<file path="src/rtl/phase_corr_peak_finder.sv">
// Peak search over one N x N correlation surface streamed column-major.
// Reports the |re|+|im| maximum as row/col indices and signed shifts.
module phase_corr_peak_finder #(
   parameter int N     = 128,
   parameter int LOG2N = 7
) (
   input  logic             clk,
   input  logic             reset,
   input  logic [31:0]      s_axis_tdata,
   input  logic             s_axis_tvalid,
   output logic             s_axis_tready,
   input  logic             s_axis_tlast,
   output logic             peak_valid,
   input  logic             peak_ready,
   output logic [LOG2N-1:0] peak_row,
   output logic [LOG2N-1:0] peak_col,
   output logic [LOG2N-1:0] peak_dy,
   output logic [LOG2N-1:0] peak_dx,
   output logic [16:0]      peak_metric,
   output logic             tlast_err
);

   typedef enum logic {ACCUM, DONE} state_t;

   state_t           state_reg;
   logic [LOG2N-1:0] row_reg, col_reg;
   logic [LOG2N-1:0] best_row_reg, best_col_reg;
   logic [16:0]      best_reg;
   logic [LOG2N-1:0] peak_row_reg, peak_col_reg;
   logic [16:0]      peak_metric_reg;
   logic             tready_reg, peak_valid_reg, tlast_err_reg;

   logic [15:0]      abs_re, abs_im;
   logic [16:0]      metric;
   logic             accept, row_last, col_last, take;
   logic [16:0]      best_next;
   logic [LOG2N-1:0] best_row_next, best_col_next;

   // The first sample of a frame-set always loads, so a stale best never survives.
   always_comb begin
      abs_re        = s_axis_tdata[15] ? (~s_axis_tdata[15:0] + 16'd1) : s_axis_tdata[15:0];
      abs_im        = s_axis_tdata[31] ? (~s_axis_tdata[31:16] + 16'd1) : s_axis_tdata[31:16];
      metric        = {1'b0, abs_re} + {1'b0, abs_im};
      accept        = s_axis_tvalid && tready_reg;
      row_last      = (row_reg == LOG2N'(N - 1));
      col_last      = (col_reg == LOG2N'(N - 1));
      take          = ((row_reg == '0) && (col_reg == '0)) || (metric > best_reg);
      best_next     = take ? metric  : best_reg;
      best_row_next = take ? row_reg : best_row_reg;
      best_col_next = take ? col_reg : best_col_reg;
   end

   always_ff @(posedge clk) begin
      if (reset) begin
         state_reg       <= ACCUM;
         row_reg         <= '0;
         col_reg         <= '0;
         best_reg        <= '0;
         best_row_reg    <= '0;
         best_col_reg    <= '0;
         peak_row_reg    <= '0;
         peak_col_reg    <= '0;
         peak_metric_reg <= '0;
         tready_reg      <= 1'b0;
         peak_valid_reg  <= 1'b0;
         tlast_err_reg   <= 1'b0;
      end else begin
         case (state_reg)
            ACCUM: begin
               tready_reg <= 1'b1;
               if (accept) begin
                  best_reg     <= best_next;
                  best_row_reg <= best_row_next;
                  best_col_reg <= best_col_next;
                  row_reg      <= row_reg + LOG2N'(1);
                  if (s_axis_tlast != row_last)
                     tlast_err_reg <= 1'b1;
                  if (row_last) begin
                     col_reg <= col_reg + LOG2N'(1);
                     if (col_last) begin
                        state_reg       <= DONE;
                        tready_reg      <= 1'b0;
                        peak_valid_reg  <= 1'b1;
                        peak_row_reg    <= best_row_next;
                        peak_col_reg    <= best_col_next;
                        peak_metric_reg <= best_next;
                     end
                  end
               end
            end
            DONE: begin
               if (peak_ready) begin
                  state_reg      <= ACCUM;
                  peak_valid_reg <= 1'b0;
                  tready_reg     <= 1'b1;
                  row_reg        <= '0;
                  col_reg        <= '0;
                  best_reg       <= '0;
                  best_row_reg   <= '0;
                  best_col_reg   <= '0;
               end
            end
            default: state_reg <= ACCUM;
         endcase
      end
   end

   // Displacements are the indices read as two's complement: upper half maps to negative shifts.
   assign peak_row      = peak_row_reg;
   assign peak_col      = peak_col_reg;
   assign peak_dy       = peak_row_reg;
   assign peak_dx       = peak_col_reg;
   assign peak_metric   = peak_metric_reg;
   assign peak_valid    = peak_valid_reg;
   assign s_axis_tready = tready_reg;
   assign tlast_err     = tlast_err_reg;

endmodule

</file>
<file path="config.mk">
export PLATFORM = sky130hd
export DESIGN_NAME = phase_corr_peak_finder
export DESIGN_NICKNAME = d
export VERILOG_FILES = /design/src/rtl/phase_corr_peak_finder.sv
export SDC_FILE = /design/constraint.sdc
export NUM_CORES = 1
export LEC_CHECK = 0
export BUFFER_PORTS_ARGS = -buffer_cell sky130_fd_sc_hd__buf_4
export CAP_MARGIN = 20
export CORE_MARGIN = 2
export CORE_UTILIZATION = 52
export DETAILED_ROUTE_END_ITERATION = 12
export GPL_TIMING_DRIVEN = 0
export PLACE_DENSITY = 0.77
export SYNTH_ARGS = -nofsm -noshare
export SYNTH_HDL_FRONTEND = slang
export SYNTH_SLANG_ARGS = --single-unit
</file>
<file path="constraint.sdc">
create_clock -name clk -period 4.4 [get_ports clk]
set_input_delay 0.22 -clock clk [delete_from_list [all_inputs] [get_ports clk]]
set_output_delay 0.22 -clock clk [all_outputs]
set_load 0.02 [all_outputs]
</file>
==> out/results.ini <==
[layout]
multiInputGateArea_mm2=0.00359
nets=830
antennaDiodeCount=0
stdcell_count=891
layout.area.seq_mm2=0.00160
areaGrowthSynthToFinish_pct=34.4
n_fill_cell=734
drive_gt1_frac=0.311

[floorplan]
die_w_um=103
io_pins=85
core_mm2=0.00964
die_y_um=103
rows=36
initial_core_util=0.530
die_area_mm2=0.0106

[place]
dp_hpwl_mm=10.6
port_buffers=84
place_congestion=0.878
dp_cells=850
place_ws_ns=-0.859

[critical_path]
regToRegStartpoint=row_reg[0]
path_class=in -> reg
start_kind=input pin
r2r-end=peak_col[0]
critPathMaxFanout=10
rr_worst_depth=7
cp.arrival_ns=4.97
crit_required_ns=4.63
r2r_setup_slack_ns=1.67
endpoint_kind=register

[timing]
worst_slew_pin_slew_ns=0.981
timing.setup.tns_ns=-14.08
post-route-period-util=1.08
slew_headroom=0.346
fin_crit_ns=4.74
rsz0062_at_grt=true
max_freq_mhz=211
hold_viol=0
fin_hold_ws_ns=0.179
finalSetupViolCount=62
fin_worst_skew_ns=0.0108
drv_slew=0
postLayoutSetupSlackWorst_ns=-0.345

[cts]
numCtsBuffers=9
clock_latency_ns=0.36
cts_tree=built
clkSinkCount=80
htree_levels=3
clk_path_buf_depth=2
cts.reportedPaths.clkPinSlew_ns=0.08
root_buffer=clkbuf_8

[logic_synthesis]
syn_avg_cell_area_um2=8.07
synthArstFlopShare=0
synth_xor_xnor_area_share=0.0789
synth_edf_count=0
yosysTopAreaCellShare=0.314
syn-instance-count=633
synthSimpleGateAreaFrac=0.251
synth.area.mux_share=0
yosys.cell_count.top_type=nor2_1
synth-compound-area-share=0.188
synth_top_family_by_area=simple AND/OR/NAND/NOR gates
synthesis.area_mm2=0.00511
ys_seq_elements=80
yosys-top-cells-count=nor2_1, dfxtp_1, nor3_1, nand2_1, ha_1
synth_top_cells_by_area=dfxtp_1, ha_1, nor2_1
synth_top_area_cell=dfxtp_1
synth_adder_area_share=0.0995
synth-main-ff-cell=dfxtp_1
synth_nets=710
yosys_warnings=0
yosysUniqueCellTypes=58
seq_area_frac_synth=0.314

[power_and_ir_drop]
power.density_mw_per_mm2=343
power_mw=2.35
ir_drop_uv=257
p_leak_nw=2.66

[hold_path]
hold_depth=3
hold_start=peak_ready
min_to=state_reg
hp-class=in -> reg

[global_route]
antenna_found_initial=0
grt_max_degree=14
grt_overflow_total=0
grt_pass1_vias=4881
top_usage_layer=met2
globalRouteMet1Util=0.379
grt_use_total=0.281
grt_pass1_wl_mm=23.5
grt_use_met2=0.460
use_met3=0.0393

[drt]
drt_pass1_iterations=9
drc_errors=0
first_iter_violations=346
routedWlPerCell_um=17.7
postRouteAntennaNets=0
dr_total_vias=5303
wl_mm=15.8
viasPerCell=5.95

[run]
drv_cap=0

[status]
violations=negative setup slack
outcome=complete, but fails checks

cell type report:
cell class	instances	share of cell area
multi-input cells	480	0.523
flip-flops and latches	80	0.233
repair buffers	109	0.128
plain buffers	46	0.0448
well taps	133	0.0242
clock buffers	12	0.0241
inverters	27	0.0148
clock inverters	4	0.00747
logic make-up after synthesis:
logic type,count (synthesis)
buf+inv,73
compound gates,134
simple gates,260
flops,80
xor+xnor,46
fa+ha+maj,40
repair_timing:
item                                    4_1_cts  5_1_grt
hold buffers                                  0        0
resized for setup                            67       41
setup buffers                                17        4
cloned                                        4        0
endpoints found under the setup margin       62       62
pin swaps                                    23       17
critical path: stages:
cell	delay, ns
buf_6	0.09
or3_4	0.38
or2_4	0.28
nor3_4	0.12
nand2_1	0.10
or3_4	0.38
o31ai_4	0.19
xnor2_1	0.09
ha_1	0.30
buf_8	0.13
and3_4	0.23
nand2_4	0.06
o31ai_4	0.27
xor2_2	0.18
ha_4	0.32
nand4_4	0.14
nor4_4	0.25
and4_4	0.28
a31oi_4	0.06
o21a_1	0.28
buf_2	0.21
a22oi_1	0.30
nor2_1	0.08
report_power, final:
part / switching, mW / total, mW / internal [mW]
logic: 0.572 / 0.996 / 0.424
clock network: 0.282 / 0.591 / 0.309
registers: 0.0227 / 0.766 / 0.744
total: 0.877 / 2.35 / 1.48
per-layer routing:
layer / vias up / part of all wire
met5: - / 0
met4: 0 / 0.027
met3: 49 / 0.070
met2: 237 / 0.48
met1: 2503 / 0.42
li1: 2514 / -
cell usage in the layout, fill, tap and decap left out, drive strengths merged, types with 3 or more instances in the layout:
cell	count
buf	136
a31oi	4
dfxtp	80
nor3	58
nand3b	3
o21ai	22
a311oi	3
ha	39
and3	5
or3	6
a21o	3
o21a	4
a21oi	33
o221ai	3
nand3	10
nor2	85
or2	5
a211oi	6
nand4	7
inv	27
nor4	17
o41ai	6
xor2	16
xnor2	30
nand2b	3
clkbuf	31
o31ai	13
nand2	51
a22oi	31
worst max path at each step:
stage                     start      endpoint  slack (ns)  depth (start not counted)
6_report        s_axis_tdata[3]  best_reg[15]       -0.34                         23
5_1_grt        s_axis_tdata[19]  best_reg[15]       -0.47                         23
4_1_cts         s_axis_tdata[3]  best_reg[12]       -0.11                         25
3_5_place_dp    s_axis_tdata[3]   peak_col[2]       -0.86                         24
3_3_place_gp   s_axis_tdata[19]   peak_col[2]       -0.76                         24
2_1_floorplan   s_axis_tdata[3]   peak_col[3]       -0.04                         23
stage by stage:
| stage | utilization | instance area, um2 |
|---|---|---|
| after floorplan | - | 5140 |
| after global placement | 0.616 | 5930 |
| after detailed placement | 0.616 | 5930 |
| after CTS | 0.691 | 6660 |
| after global routing | 0.712 | 6870 |
| final | 0.712 | 6870 |
Note: power is estimated with default switching activity, not from simulation.
